**src/rtl/divisor_control_if.sv**
```systemverilog
// Operand, start and result bundle between the board I/O and the divider controller.
interface divisor_control_if #(
   parameter int WIDTH = 8
);
   logic             start;
   logic [WIDTH-1:0] dividendo;
   logic [WIDTH-1:0] divisor;
   logic [WIDTH-1:0] resultado;
   logic [WIDTH-1:0] residuo;
   logic             done;
   logic             busy;
   logic             err;

   modport master (
      output start, dividendo, divisor,
      input  resultado, residuo, done, busy, err
   );

   modport slave (
      input  start, dividendo, divisor,
      output resultado, residuo, done, busy, err
   );
endinterface

```
**src/rtl/divisor_control.sv**
```systemverilog
// Restoring unsigned divider: edge-triggered start, one quotient bit per
// SHIFT/SUB pair. The status/result registers are decoded from the state
// register, so they settle one clock after the state they belong to.
module divisor_control #(
   parameter int WIDTH = 8,
   parameter int CNT_W = 4
) (
   input logic              clk,
   input logic              rst_n,
   divisor_control_if.slave bus
);

   typedef enum logic [2:0] {IDLE, LOAD, SHIFT, SUB, DONE, ERR} state_t;

   state_t           state, state_nxt;
   logic             start_q;
   logic             accept;
   logic [WIDTH:0]   a;
   logic [WIDTH-1:0] q;
   logic [WIDTH-1:0] m;
   logic [CNT_W-1:0] count;
   logic [WIDTH-1:0] res_r;
   logic [WIDTH-1:0] rem_r;
   logic             done_r;
   logic             busy_r;
   logic             err_r;

   assign bus.resultado = res_r;
   assign bus.residuo   = rem_r;
   assign bus.done      = done_r;
   assign bus.busy      = busy_r;
   assign bus.err       = err_r;

   // State register.
   always_ff @(posedge clk or negedge rst_n) begin
      if (!rst_n) state <= IDLE;
      else        state <= state_nxt;
   end

   // Start edge qualification and next-state selection.
   always_comb begin
      accept    = 1'b0;
      state_nxt = state;
      case (state)
         IDLE, DONE, ERR: begin
            accept = bus.start && !start_q;
            if (accept) state_nxt = (bus.divisor == '0) ? ERR : LOAD;
         end
         LOAD:    state_nxt = SHIFT;
         SHIFT:   state_nxt = SUB;
         SUB:     state_nxt = (count == CNT_W'(1)) ? DONE : SHIFT;
         default: state_nxt = IDLE;
      endcase
   end

   // Shift-subtract datapath and start edge history.
   always_ff @(posedge clk or negedge rst_n) begin
      if (!rst_n) begin
         start_q <= 1'b0;
         a       <= '0;
         q       <= '0;
         m       <= '0;
         count   <= '0;
      end else begin
         start_q <= bus.start;
         case (state)
            IDLE, DONE, ERR: begin
               if (accept) begin
                  m <= bus.divisor;
                  q <= bus.dividendo;
               end
            end
            LOAD: begin
               a     <= '0;
               count <= CNT_W'(WIDTH);
            end
            SHIFT: begin
               a <= {a[WIDTH-1:0], q[WIDTH-1]};
               q <= {q[WIDTH-2:0], 1'b0};
            end
            SUB: begin
               // A is one bit wider than M so the compare/subtract cannot wrap.
               if (a >= {1'b0, m}) begin
                  a    <= a - {1'b0, m};
                  q[0] <= 1'b1;
               end else begin
                  q[0] <= 1'b0;
               end
               count <= count - CNT_W'(1);
            end
            default: ;
         endcase
      end
   end

   // Result and status registers; a fresh start always clears the old status.
   always_ff @(posedge clk or negedge rst_n) begin
      if (!rst_n) begin
         res_r  <= '0;
         rem_r  <= '0;
         done_r <= 1'b0;
         busy_r <= 1'b0;
         err_r  <= 1'b0;
      end else begin
         case (state)
            IDLE: begin
               if (accept) begin
                  done_r <= 1'b0;
                  err_r  <= 1'b0;
                  busy_r <= 1'b0;
               end
            end
            LOAD: busy_r <= 1'b1;
            DONE: begin
               if (accept) begin
                  done_r <= 1'b0;
                  err_r  <= 1'b0;
                  busy_r <= 1'b0;
               end else begin
                  res_r  <= q;
                  rem_r  <= a[WIDTH-1:0];
                  done_r <= 1'b1;
                  busy_r <= 1'b0;
               end
            end
            ERR: begin
               if (accept) begin
                  done_r <= 1'b0;
                  err_r  <= 1'b0;
                  busy_r <= 1'b0;
               end else begin
                  res_r  <= '0;
                  rem_r  <= '0;
                  err_r  <= 1'b1;
                  done_r <= 1'b0;
                  busy_r <= 1'b0;
               end
            end
            default: ;
         endcase
      end
   end

endmodule
```
**src/flat_wrapper.sv**
```systemverilog
// flat-port wrapper written by rule: the top's interface ports become plain ports
module divisor_control_flat 
#(
   parameter int WIDTH = 8,
   parameter int CNT_W = 4
)
  (clk, rst_n, bus_start, bus_dividendo, bus_divisor, bus_resultado, bus_residuo, bus_done, bus_busy, bus_err);
  divisor_control_if #(.WIDTH(WIDTH)) bus_i ();
  input logic clk;
  input logic rst_n;
  input wire logic [$bits(bus_i.start)-1:0] bus_start;
  input wire logic [$bits(bus_i.dividendo)-1:0] bus_dividendo;
  input wire logic [$bits(bus_i.divisor)-1:0] bus_divisor;
  output wire logic [$bits(bus_i.resultado)-1:0] bus_resultado;
  output wire logic [$bits(bus_i.residuo)-1:0] bus_residuo;
  output wire logic [$bits(bus_i.done)-1:0] bus_done;
  output wire logic [$bits(bus_i.busy)-1:0] bus_busy;
  output wire logic [$bits(bus_i.err)-1:0] bus_err;
  assign bus_i.start = bus_start;
  assign bus_i.dividendo = bus_dividendo;
  assign bus_i.divisor = bus_divisor;
  assign bus_resultado = bus_i.resultado;
  assign bus_residuo = bus_i.residuo;
  assign bus_done = bus_i.done;
  assign bus_busy = bus_i.busy;
  assign bus_err = bus_i.err;
  divisor_control #(.WIDTH(WIDTH), .CNT_W(CNT_W)) u_core (.clk(clk), .rst_n(rst_n), .bus(bus_i));
endmodule
```
**config.mk**
```make
export PLATFORM = sky130hd
export DESIGN_NAME = divisor_control_flat
export DESIGN_NICKNAME = d
export VERILOG_FILES = /design/src/rtl/divisor_control_if.sv /design/src/rtl/divisor_control.sv /design/src/flat_wrapper.sv
export SDC_FILE = /design/constraint.sdc
export NUM_CORES = 1
export LEC_CHECK = 0
export ABC_AREA = 1
export CORE_AREA = 2 2 77 97
export DETAILED_ROUTE_END_ITERATION = 16
export DIE_AREA = 0 0 79 99
export HOLD_SLACK_MARGIN = 0.03
export PLACE_DENSITY = 0.58
export SLEW_MARGIN = 10
export SYNTH_ARGS = -nofsm -noshare
export SYNTH_HDL_FRONTEND = slang
export SYNTH_SLANG_ARGS = --single-unit
```
**constraint.sdc**
```tcl
create_clock -name clk -period 5.1 [get_ports clk]
set_input_delay 0.765 -clock clk [delete_from_list [all_inputs] [get_ports clk]]
set_output_delay 0.765 -clock clk [all_outputs]
set_load 0.02 [all_outputs]
```
==> results of run 1 <==
-- worst register-to-register path: stages (launching register included) --
cell     delay (ns)
dfrtp_1        0.45
ha_1           0.37
nand2_1        0.08
nand2_1        0.07
nand2_1        0.10
nand3_2        0.09
nand2_1        0.10
nand3_1        0.08
nand2_1        0.39
inv_2          0.19
nand2_1        0.11
nand2_1        0.05
-- cell type report --
| type | count | share of cell area, % |
|---|---|---|
| multi-input combinational | 249 | 37.6 |
| clock inverter | 3 | 1.27 |
| tap | 90 | 3.37 |
| sequential | 52 | 38.9 |
| inverter | 49 | 5.65 |
| timing repair buffer | 38 | 11.1 |
| clock buffer | 5 | 2.06 |
-- per-stage QoR --
step	util, %	hold slack (ns)	area [um^2]
after floorplan	-	0.424	2830
after global placement	46.9	0.440	3230
after detailed placement	46.9	0.440	3230
after CTS	48.5	0.460	3340
after global routing	48.5	0.479	3340
final	48.5	0.462	3340
-- power by group --
| part | switching (W) | internal, W |
|---|---|---|
| clock | 0.000138 | 0.000145 |
| combinational | 0.000812 | 0.000466 |
| sequential | 0.000114 | 0.000585 |
| total | 0.00106 | 0.00120 |
-- synth_stat cells --
cell,count,area [um^2]
a21oi_1,6,30.0
a32oi_1,1,8.76
buf_2,1,5.00
buf_4,1,7.51
buf_6,6,67.6
clkbuf_1,1,3.75
dfrtp_1,52,1300
fa_1,1,20.0
ha_1,10,125
inv_1,42,158
inv_2,5,18.8
inv_4,2,12.5
nand2_1,131,492
nand2_2,4,25.0
nand2_4,1,11.3
nand3_1,35,175
nand3_2,1,10.0
nand3b_1,3,22.5
nand4_1,3,18.8
nor2_1,14,52.6
nor2_2,1,6.26
nor2_4,2,22.5
nor2_8,2,40.0
nor3_1,3,15.0
nor4_1,1,6.26
o211ai_1,1,7.51
o211ai_2,1,12.5
o21ai_0,13,65.1
o21ai_1,6,30.0
o21ai_2,1,8.76
o22ai_1,6,37.5
or2_2,1,6.26
xnor2_1,1,8.76
-- registers in the layout, summed over array words and instances, names as in the netlist, 3 cells and up --
| signal | flops |
|---|---|
| u_core.bus.residuo | 8 |
| u_core.bus.resultado | 8 |
| u_core.m | 8 |
| u_core.a | 9 |
| u_core.state | 3 |
| u_core.q | 8 |
| u_core.count | 4 |
-- logic make-up after synthesis --
kind of cell             after synthesis  synth area share, %
AND/OR/NAND/NOR                      202                 31.9
buffers and inverters                 58                 9.63
flip-flops                            52                 46.0
AO/OA/AOI/OAI                         35                 7.07
adder cells (fa/ha/maj)               11                 5.13
XOR/XNOR                               1                0.309
-- per-layer routing --
layer  global-route usage [%]  vias to the layer above
li1                         -                     1202
met1                     23.5                     1125
met2                     32.2                       41
met3                     2.20                        5
met4                     5.57                        0
met5                        0                        -
-- final timing paths --
check	slack, ns	cells after the start	to	startpoint
worst max-delay path	2.91	11	u_core.a[1]	u_core.a[2]
worst min-delay path	0.46	1	u_core.count[3]	u_core.count[3]
worst max register to register	2.91	11	u_core.a[1]	u_core.a[2]
worst min register to register	0.46	1	u_core.count[3]	u_core.count[3]
max in group asynchronous	4.08	2	u_core.bus.resultado[6]	rst_n
min in group asynchronous	0.55	2	u_core.start_q	rst_n
==> reports/results.ini, run 1 <==
[run_status]
status=finished clean

[timing]
final-setup-viol-count=0
hold_viol=0
finalCritPeriodShare_pct=43.0
layout_setup_ws_ns=2.91
worst_pin_slew_ns=0.665
finalSetupTns_ns=0
slew_viol_final=0
fmax_mhz=456
min_period_ns=2.19
fin_skew_ns=0.0113
grt_setup_unrepaired=false
max_slew_margin_pct=55.7

[placement]
place_ws_ns=2.77
dpl.cell_count=478
port-buffer-count=37
gp_congestion=0.840
place_hpwl_mm=4.80

[global_routing]
grt-ovfl-total=0
grt_max_degree=53
grt_pass1_wl_mm=11.2
antenna_found_initial=0
track_usage_pct=18.3
grt_pass1_vias=2343

[route]
via_count=2373
drt_wl_total_mm=6.48
dr.max_layer_used=met4
wl_met3_um=179
ant_nets=0
drc_errors=0
wl_met2_mm=3.24
first_pass_iters=4
met1_length_mm=2.98
drtIter0Drc=166
avgRoutedWirePerCell_um=13.3
via_per_inst=4.88

[pwr]
power_w=0.00226
power_density_nw_per_um2=676
vdd_drop_max_v=0.000273
p_leak_nw=1.73

[cts]
post_cts_resized=0
post_cts_buffers=0
clkSlewWorstSetupHoldPaths_ns=0.10
cts_buffers=5
cts_sinks=52
root_buffer=clkbuf_8
cts_tree=built
cts_buffer_depth=2
hold_buffers=0
htreeDepth=2
clock_latency_ns=0.31

[final_layout]
layout_commonest_cell=nand2_1
n_fill_cell=703
nets=425
area_delta_synth_final_pct=18.1
drive_gt1_share_pct=7.83
antenna-diode-count=0
multi_input_area_um2=1260
fin_cells=486
ff_latch_area_um2=1300
mostFrequentLayoutCells=nand2_1 (131), dfrtp_1 (52), inv_1 (42), clkdlybuf4s50_1 (36), nand3_1 (35)

[hold_path]
holdCritPathClass=reg2reg

[critical_path]
critPathCaptureType=register
critPathTopFamily=simple AND/OR/NAND/NOR gates
crit_chain=ha_1 > nand2_1 > nand2_1 > nand2_1 > nand3_2 > nand2_1 > nand3_1 > nand2_1 > inv_2 > nand2_1 > nand2_1
crit_top_cell=nand2_1
crit_buf_inv=1
cp.arrival_ns=2.39
start_kind=register
required_ns=5.30
cp_max_fo=11
slowest_stage=dfrtp_1
max_stage_delay_ns=0.45
path_class=reg2reg

[die]
row_count=34
die_height_um=99
core_um2=6890
ioPinCount=38
die_w_um=79
start_util_pct=41.1
die_area_um2=7820

[logic_synthesis]
synth_area_um2=2830
yosys_warnings=0
ys_types=33
syn-instance-count=359
synth.avg_cell_area_um2=7.89
ys_seq_area_share_pct=46.0
ys_ff_latch=52
synth_fp_nets=389

[run]
max_cap_violations=0

Power figures use the tool's default switching activity.
==> run 2: changes to the inputs <==
Settings changed: PLACE_DENSITY 0.58 to 0.61.
Clock period 5.1 ns to 1.8 ns, I/O delays scaled along.
==> reports/results.ini, run 2 (synthesis gave the netlist of run 1 again) <==
[timing]
grt_setup_unrepaired=true
min_period_ns=1.72  ; -0.477 ns
final-setup-viol-count=0  ; unchanged
worst_pin_slew_ns=0.371  ; -0.293 ns
fin_skew_ns=0.0109  ; -0.000417 ns
max_slew_margin_pct=75.2  ; +20 points
hold_viol=0  ; unchanged
fmax_mhz=583  ; +28%
finalCritPeriodShare_pct=95.3  ; +52 points
slew_viol_final=0  ; unchanged
layout_setup_ws_ns=0.0847  ; -2.82 ns

[final_layout]
largest_reg_flops=9  ; unchanged
top_register=u_core.a
multi_input_area_um2=1400  ; +11%
area_delta_synth_final_pct=30.2
fin_cells=510  ; +4.9%
n_fill_cell=667  ; -5.1%
ff_latch_area_um2=1300  ; unchanged
antenna-diode-count=0  ; unchanged
nets=449  ; +5.6%
layout_commonest_cell=nand2_1
drive_gt1_share_pct=18.1  ; +10 points
final_util_pct=53.5  ; +5.0 points
mostFrequentLayoutCells=nand2_1 (126), dfrtp_1 (52), inv_1 (39), clkdlybuf4s50_1 (36), nand3_1 (32)

[run_status]
status=finished clean

[cts]
htreeDepth=2  ; unchanged
cts_buffer_depth=2  ; unchanged
clkSlewWorstSetupHoldPaths_ns=0.09  ; about the same
cts_tree=built
cts_sinks=52  ; unchanged
clock_latency_ns=0.31  ; about the same
cts_buffers=5  ; unchanged
root_buffer=clkbuf_8

[die]
row_count=34  ; unchanged
core_um2=6890  ; unchanged
die_height_um=99  ; unchanged
die_area_um2=7820  ; unchanged
start_util_pct=41.1  ; unchanged
ioPinCount=38  ; unchanged
die_w_um=79  ; unchanged

[critical_path]
required_ns=1.99  ; -3.31 ns
cp.arrival_ns=1.91  ; -0.48 ns
path_class=reg2reg
start_kind=register
critPathCaptureType=register
cp_max_fo=5  ; -6

[global_routing]
antenna_found_initial=0  ; unchanged
grt_max_degree=53  ; unchanged
grt_pass1_vias=2478  ; +5.8%
grt_pass1_wl_mm=11.3  ; +0.68%
track_usage_pct=18.3  ; -0.054 points
grt-ovfl-total=0  ; unchanged

[placement]
gp_congestion=0.820  ; -2.4%
place_hpwl_mm=4.95  ; +3.1%
port-buffer-count=37  ; unchanged
dpl.cell_count=494  ; +3.3%
place_ws_ns=-0.0582  ; -2.83 ns

[route]
ant_nets=0  ; unchanged
drtIter0Drc=107  ; -36%
wl_met2_mm=3.23  ; -0.19%
dr.max_layer_used=met4
met1_length_mm=2.97  ; -0.20%
wl_met3_um=214  ; +20%
via_count=2443  ; +2.9%
via_per_inst=4.79  ; -1.9%
drc_errors=0  ; unchanged
first_pass_iters=4  ; unchanged
avgRoutedWirePerCell_um=13.1  ; -2.1%
drt_wl_total_mm=6.66  ; +2.8%

[pwr]
vdd_drop_max_v=0.000764  ; +180%
power_density_nw_per_um2=1990  ; +190%
p_leak_nw=1.86  ; +7.7%

[hold_path]
holdCritPathClass=in2reg

[run]
max_cap_violations=0  ; unchanged

run 2: cell count changes in the layout (fill, tap and decap cells not counted), sizes merged:
cell,previous run,this run
dlygate4sd3,0,1
buf,2,25
run 2: worst paths after layout:
kind                                 start                     to  slack, ns  cells after the start
max                            u_core.a[2]            u_core.a[2]       0.08                     11
min                              bus_start         u_core.start_q       0.42                      1
max reg2reg                    u_core.a[2]            u_core.a[2]       0.08                     11
min reg2reg                u_core.count[3]        u_core.count[3]       0.47                      1
max in group asynchronous            rst_n  u_core.bus.residuo[6]       1.09                      3
min in group asynchronous            rst_n            u_core.m[2]       0.46                      3
run 2: stage by stage:
stage          setup TNS [ns]  total power [W]  instance area, um^2  hold slack (ns)
2_1_floorplan               0          0.00470                 2830          -0.0256
3_3_place_gp          -0.0705          0.00583                 3370            0.281
3_5_place_dp          -0.0860          0.00589                 3370            0.284
4_1_cts                     0          0.00682                 3530            0.415
5_1_grt               -0.0221          0.00809                 3690            0.415
6_report                    0          0.00734                 3690            0.419
run 2: report_power, final:
part / total [W] / switching (W) / internal (W)
combinational: 0.00455 / 0.00260 / 0.00195
clock: 0.000815 / 0.000403 / 0.000412
sequential: 0.00198 / 0.000326 / 0.00166
total: 0.00734 / 0.00333 / 0.00402
run 2: worst max-delay path: stages, from the launching register on:
cell and delay, ns:
dfrtp_1 0.42, ha_4 0.32, nand2_2 0.07, nor2_2 0.10, nand2_1 0.08, nand3_2 0.07, nand2_1 0.09, nand3_2 0.09
nand2_4 0.08, buf_4 0.16, nand2_1 0.07, o21ai_2 0.06
run 2: layer usage:
layer | global-route usage [%] | vias to the layer above
met5 | 0 | -
met4 | 9.28 | 0
met3 | 2.38 | 14
met2 | 30.2 | 43
met1 | 23.3 | 1129
li1 | - | 1257
run 2: repair_timing:
| item | 4_1_cts | 5_1_grt |
|---|---|---|
| buffers inserted | 1 | 6 |
| endpoints found under the setup margin | 6 | 9 |
| pin swaps | 0 | 7 |
| gates resized for setup | 5 | 23 |
| hold buffers | 1 | 0 |
| endpoints found under the hold margin | 52 | 0 |
run 2: final cells by class:
class,instances,share of cell area (%)
Clock inverter,3,1.15
Multi-Input combinational cell,249,37.9
Sequential cell,52,35.3
Timing Repair Buffer,62,15.5
Inverter,49,5.19
Clock buffer,5,1.87
Tap cell,90,3.05
